File: src/rtl/boot_pkg.sv
// Shared types for the boot sequencer.
// State encoding and byte-lane constants.
package boot_pkg;

  typedef enum logic [2:0] {
    HDR,
    LOAD,
    SETTLE,
    RUN,
    DONE,
    ERR
  } state_t;

  localparam int BYTES_PER_WORD = 4;

endpackage

File: src/rtl/boot_ctrl_byte_packer.sv
// Little-endian byte-to-word assembler.
// Flags the beat that completes a word.
module byte_packer
  import boot_pkg::*;
(
  input  logic        clk,
  input  logic        reset,
  input  logic        take,
  input  logic [7:0]  data,
  output logic [31:0] word,
  output logic        word_valid
);

  localparam int IDX_W = $clog2(BYTES_PER_WORD);

  logic [IDX_W-1:0] byte_idx;
  logic [23:0]      acc;
  logic             last;

  assign last       = byte_idx == IDX_W'(BYTES_PER_WORD - 1);
  assign word       = {data, acc};
  assign word_valid = take & last;

  // Shift bytes in from the top so the first lands in [7:0].
  always_ff @(posedge clk) begin
    if (reset) begin
      byte_idx <= '0;
      acc      <= '0;
    end else if (take) begin
      byte_idx <= byte_idx + IDX_W'(1);
      acc      <= {data, acc[23:8]};
    end
  end

endmodule

File: src/rtl/boot_ctrl.sv
// Boot and run sequencer: streams an image into
// instruction memory, then runs the core for a bounded time.
module boot_ctrl
  import boot_pkg::*;
#(
  parameter  int IMEM_DEPTH = 64,
  parameter  int RUN_LIMIT  = 1000,
  localparam int ADDR_W     = $clog2(IMEM_DEPTH)
) (
  input  logic              clk,
  input  logic              reset,
  input  logic              ld_valid,
  input  logic [7:0]        ld_data,
  output logic              ld_ready,
  output logic              imem_we,
  output logic [ADDR_W-1:0] imem_addr,
  output logic [31:0]       imem_wdata,
  output logic              core_reset,
  output logic              done,
  output logic              err,
  output logic [31:0]       cycle_cnt
);

  state_t            state, state_n;
  logic [ADDR_W-1:0] word_idx;
  logic [ADDR_W-1:0] last_idx;
  logic [31:0]       word;
  logic              word_valid;
  logic              take;
  logic              hdr_bad;
  logic              last_word;
  logic              run_end;

  assign take = ld_valid & ld_ready;

  byte_packer u_packer (
    .clk        (clk),
    .reset      (reset),
    .take       (take),
    .data       (ld_data),
    .word       (word),
    .word_valid (word_valid)
  );

  assign hdr_bad   = (word == 32'd0) ||
                     (word > 32'(IMEM_DEPTH));
  assign last_word = word_idx == last_idx;
  assign run_end   = (RUN_LIMIT != 0) &&
                     (cycle_cnt == 32'(RUN_LIMIT - 1));

  assign ld_ready   = (state == HDR) || (state == LOAD);
  assign core_reset = state != RUN;
  assign done       = state == DONE;
  assign err        = state == ERR;

  // State register.
  always_ff @(posedge clk) begin
    if (reset) state <= HDR;
    else       state <= state_n;
  end

  // Next-state decode.
  always_comb begin
    state_n = state;
    unique case (state)
      HDR: begin
        if (word_valid)
          state_n = hdr_bad ? ERR : LOAD;
      end
      LOAD: begin
        if (word_valid && last_word)
          state_n = SETTLE;
      end
      SETTLE: state_n = RUN;
      RUN: begin
        if (run_end) state_n = DONE;
      end
      DONE:    state_n = DONE;
      ERR:     state_n = ERR;
      default: state_n = HDR;
    endcase
  end

  // Word count latch, write port register and run counter.
  always_ff @(posedge clk) begin
    if (reset) begin
      word_idx   <= '0;
      last_idx   <= '0;
      imem_we    <= 1'b0;
      imem_addr  <= '0;
      imem_wdata <= '0;
      cycle_cnt  <= '0;
    end else begin
      imem_we <= 1'b0;
      if (state == HDR && word_valid && !hdr_bad)
        last_idx <= ADDR_W'(word - 32'd1);
      if (state == LOAD && word_valid) begin
        imem_we    <= 1'b1;
        imem_addr  <= word_idx;
        imem_wdata <= word;
        if (!last_word)
          word_idx <= word_idx + ADDR_W'(1);
      end
      if (state == RUN && cycle_cnt != '1)
        cycle_cnt <= cycle_cnt + 32'd1;
    end
  end

endmodule

File: config.mk
export PLATFORM = sky130hd
export DESIGN_NAME = boot_ctrl
export DESIGN_NICKNAME = d
export VERILOG_FILES = /design/src/rtl/boot_pkg.sv /design/src/rtl/boot_ctrl_byte_packer.sv /design/src/rtl/boot_ctrl.sv
export SDC_FILE = /design/constraint.sdc
export NUM_CORES = 1
export LEC_CHECK = 0
export ABC_AREA = 1
export CAP_MARGIN = 20
export CORE_ASPECT_RATIO = 0.5
export CORE_UTILIZATION = 49
export DETAILED_ROUTE_END_ITERATION = 10
export PLACE_DENSITY = 0.85
export SLEW_MARGIN = 40
export SYNTH_ARGS = -nofsm -noshare
export SYNTH_HDL_FRONTEND = slang
export SYNTH_SLANG_ARGS = --single-unit
File: constraint.sdc
create_clock -name clk -period 1.72 [get_ports clk]
set_input_delay 0.258 -clock clk [delete_from_list [all_inputs] [get_ports clk]]
set_output_delay 0.258 -clock clk [all_outputs]
set_load 0.005 [all_outputs]
==> Yosys cells after proc, flatten, opt, wreduce, memory -nomap -nowiden <==
Cells that the tools add are included.
{ "totals": {"in_bits": 11, "wordCells": 48, "reg_bits": 112} }
{ "op_classes": {"n_bitwise": 3, "n_eq_ne": 13, "mux": 6, "n_addsub": 4, "n_reduce_logical": 12, "magnitude_cmp": 1} }
{ "ops": {"columns": ["op", "n"], "rows": [
  ["$add A32 B1 Y32 const B", 1],
  ["$eq A32 B10 Y1 const B", 1],
  ["$gt A32 B7 Y1 const B", 1],
  ["$logic_not A32 Y1", 1],
  ["$ne A32 B32 Y1 const B", 1],
  ["$pmux W3 S6", 1],
  ["$mux W3", 4],
  ["$add A6 B1 Y6 const B", 1],
  ["$eq A3 B2 Y1 const B", 2],
  ["$eq A3 B3 Y1 const B", 2],
  ["$eq A6 B6 Y1", 1],
  ["$ne A2 B2 Y1 const B", 3],
  ["$sub A6 B1 Y6 const B", 1],
  ["$logic_and A1 B1 Y1", 5],
  ["$eq A3 B1 Y1 const B", 1],
  ["$logic_not A3 Y1", 1],
  ["$ne A3 B2 Y1 const B", 1],
  ["$reduce_and A3 Y1", 1],
  ["$add A2 B1 Y2 const B", 1],
  ["$and A1 B1 Y1", 2],
  ["$eq A2 B2 Y1 const B", 1],
  ["$logic_or A1 B1 Y1", 2],
  ["$reduce_and A2 Y1", 1],
  ["$logic_not A1 Y1", 1],
  ["other kinds (2)", 2]
]} }

==> Logic depth before layout (Yosys ltp) <==
{ "logic_depth": {"word_depth": 7, "ltp_mapped": 12} }

==> By module <==
From an unflattened synthesis, not the netlist that was laid out.
{ "hier_totals": {"cells_unflattened": 897, "area_unflattened_um2": 5869.4} }
{ "by_module_without_submodules": {"columns": ["module", "area_per_inst_um2", "cells_each", "seq_area_each_um2", "n_inst"], "rows": [
  ["boot_ctrl", 4683.2, 722, 1721.7, 1],
  ["byte_packer", 1186.1, 175, 520.5, 1]
]} }

==> Least setup slack after synthesis <==
OpenSTA, ideal clock, no wires.
{ "synth_timing": {"kind": "register to register", "startpoint": "register cycle_cnt[0]", "endpoint": "register cycle_cnt[1]", "stages_incl_launch_ff": 12, "period_less_slack_ns": 1.663, "arrival_ns": 1.547, "path_slack_ns": 0.057, "path_buffers": 1, "cell_sequence": "dfxtp_1 -> ha_1 -> inv_1 -> nor2_2 -> nand2_2 -> nor2_4 -> nand2_1 -> nand2_4 -> inv_4 -> buf_6 -> nor2_1 -> nor2_1"} }
{ "synth_between": {"elab_chain_len": 2, "word_cells_on_any_way": 3} }
{ "synth_lines": {"columns": ["element", "line", "source"], "rows": [
  ["start: declaration", "boot_ctrl.sv:21", "output logic [31:0] cycle_cnt"],
  ["start signal: assignment", "boot_ctrl.sv:105", "cycle_cnt <= cycle_cnt + 32'd1;"],
  ["parallel branches: the longest is 2 deep, another holds $add A32 B1 Y32", null, null]
]} }
Parallel ways; which one is timed is not known.
A chain may end at the register's enable or synchronous reset.

==> Worst setup path after layout <==
{ "layout_timing": {"startpoint": "register cycle_cnt[0]", "endpoint": "register cycle_cnt[26]"} }
Same word-level chain as after synthesis.

==> results.cfg <==
[finish]
areaGrowthSynthToFinish_pct = 33.4
drive_above_1_share = 0.126
design.final.nets = 950
fillCellCount = 857
antennaDiodeCount = 0
final_core_util = 0.688

[timing]
max_slew.worst_pin.slew_ps = 473
tns_ps = 0
rsz0062_at_grt = true
finalClockSkew_ps = 10.9
timing.final.crit_share = 0.982
finalWorstPathRequiredPeriod_ps = 1690
report.final.slew_viol_count = 0
maxSlewHeadroom = 0.684
hold_worst_slack_ps = 363
setup_viol_count_final = 0
final-hold-violation-count = 0
maxClockFrequency_mhz = 592

[yosys]
synth.yosys.warnings = 0
yosysTopAreaCellShare = 0.417
synth-compound-area-share = 0.124
netlist_instances = 809
post_synth_xor_area_fraction = 0.0407
leading_cell_type_by_number_of_instances_after_synthesis = nand2_1
count_of_flip_flops_with_a_built_in_enable_after_synthesis = 0
synth_fa_ha_area_frac = 0.0116
syn_nets = 825
synth_async_sr_flop_share = 0
synth_top_flop_cell = dfxtp_1
yosys.area_share.simple = 0.324
synth_commonest_cells = 183 x nand2_1, 177 x nor2_1, 112 x dfxtp_1
syn-mean-instance-area_sq_um = 6.65
post_synth_mux_area_share = 0
synth_top_area_cell = dfxtp_1
synth-seq-cells = 112
synth.yosys.seq_area_share = 0.417
synth.lib_cells_used.distinct = 34
synth.cell_area_sq_mm = 0.00538
synth_top_family_by_area = simple AND/OR/NAND/NOR gates
netlist_top_cells_area = dfxtp_1 42%, nand2_1 13%, nor2_1 12%, a21oi_1 8.9%, inv_1 5.5%

[clocking]
number_of_buffers_inserted_by_hold_repair_at_cts = 0
cts_tree = built
clock-sinks = 112
clock_insertion_delay_worst_skew_ps = 360
numCtsBuffers = 9
clock_tree.root_cell = clkbuf_16
clock_tree.buffer_depth = 2
worst_setup_hold_path_clk_slew_ps = 80
cts.htree.levels = 3

[route]
met3_length_mm = 1.12
vias_per_cell = 5.24
num_vias = 5647
routed_wl_mm = 14.8
drc_errors = 0
detail_route.wirelength.met1_mm = 6.36
route.top_layer_used = met4
wl_per_cell_microns = 13.7
detail-route-antenna-nets = 0
detailedRoute.firstPassIterationCount = 5
met2_length_mm = 7.04
drt-initial-drc-count = 315

[status]
run_status = finished clean

[grt]
vias_in_the_first_global_route = 5094
initial_antenna_violation_count = 0
globalRouteTotalUtil = 0.253
gr-total-overflow = 0
grt_first_pass_wirelength_mm = 23.2
grt_max_degree = 56

[worst_setup_path]
setup.worst_path.end_class = flip-flop
required_ps = 2010
regToRegStartpoint = cycle_cnt[0]
cp-startpoint = cycle_cnt[0]
startpoint_class = flip-flop
worst-path-max-fanout = 8
timing_worst_setup_path_type = flip-flop to flip-flop
worst-endpoint-arrival_ps = 1980

[pwr]
max-vdd-ir-drop_uv = 471
power_report.internal_total_mw = 3.79
pwr-share-comb = 0.067
cellPowerDensity_mw_per_mm2 = 710
total_leakage_power_nw = 2.85
power.net_switching_mw = 1.31
sw_frac = 0.257
pwr-share-seq = 0.527
clock_power_share = 0.406

[placed_design]
io_buffers = 85
hpwlAfterDp_mm = 10.0
routabilityCongestion = 0.944

[die]
floorplan.io_pins = 86
fp.dieH_microns = 76.1
fp.dieArea_sq_mm = 0.0114
initial_utilization = 0.515
floorplan.core_area_sq_mm = 0.0104
rows = 26
dieWidth_microns = 150

[min_path]
min_from = reset
timing.hold.worst.class = primary input to flip-flop

[job]
cap_viol_max_count = 0
-- power groups by stage --
| stage | clock network [mW] | registers, mW | logic [mW] |
|---|---|---|---|
| finish | 2.07 | 2.69 | 0.343 |
| global route | 2.20 | 2.69 | 0.381 |
| CTS | 2.09 | 2.68 | 0.332 |
| detailed placement | 0 | 2.74 | 0.329 |
| global placement | 0 | 2.74 | 0.320 |
| floorplan | 0 | 2.73 | 0.219 |
-- cell families after synthesis --
logic type | Yosys count
AO/OA/AOI/OAI | 133
XOR/XNOR | 25
adder cells (fa/ha/maj) | 5
buffers and inverters | 111
flip-flops | 112
AND/OR/NAND/NOR | 423
-- layout by cell type (no fill, tap or decap), drive strengths merged, types with 5 or more instances in the layout --
cell type      Yosys  routed
a21oi             96      96
buf               11      55
clkbuf            17      11
clkdlybuf4s50      0      81
dfxtp            112     112
ha                 5       5
inv               82      86
nand2            186     186
nand3             29      29
nand4              9       9
nor2             181     181
nor3              10      10
o21ai             37      37
xnor2              5       5
xor2              20      20
-- per-stage QoR --
stage | setup slack [ps] | instance area (sq um) | power, mW | std cells
floorplan | 57.1 | 5380 | 2.95 | 809
detailed placement | -74.4 | 6610 | 3.07 | 1049
global route | -65.0 | 7180 | 5.28 | 1078
global placement | 28.1 | 6610 | 3.06 | 1049
CTS | 5.18 | 6910 | 5.11 | 1065
finish | 31.8 | 7180 | 5.09 | 1078
-- routing by layer --
layer	global-route usage	up-vias
met1	0.327	2605
met5	0	-
met4	0.0768	0
met3	0.0545	33
met2	0.421	223
li1	-	2786
-- path summary, 6_finish.rpt --
path	endpoint	slack (ps)	cells past startpoint
setup reg to reg	cycle_cnt[26]	30	11
hold / removal	cycle_cnt[8]	360	3
setup / recovery	cycle_cnt[26]	30	11
hold reg to reg	imem_wdata[4]	460	2
-- layout make-up --
cell class                 count  area [sq um]  area share
clock buffer                   9           225      0.0314
inverter                      83           324      0.0451
sequential                   112          2260       0.315
timing repair buffer         141          1340       0.186
multi-input combinational    586          2790       0.388
tap                          140           175      0.0244
timing repair inverter         1          8.76     0.00122
clock inverter                 6          60.1     0.00837
-- flip-flops by register name (all words and copies together), names as in the netlist --
register	cells
imem_addr	6
imem_we	1
state	3
u_packer.byte_idx	2
u_packer.acc	24
cycle_cnt	32
imem_wdata	32
word_idx	6
last_idx	6
-- critical path, cell delays in order (launching register included) --
cell	delay, ps
dfxtp_2	360
ha_4	130
inv_1	50
nor2_2	130
nand2_2	110
nor2_4	160
nand2_4	90
nand2_8	130
buf_6	130
clkbuf_16	140
nand2_1	50
a21oi_1	130
-- timing repair --
action / CTS / global route
endpoints found under the setup margin: 6 / 41
gates cloned: 0 / 3
resized for setup: 10 / 40
setup buffers: 1 / 10
pin swaps: 1 / 4
No activity file was read; power rests on OpenSTA's default activity.
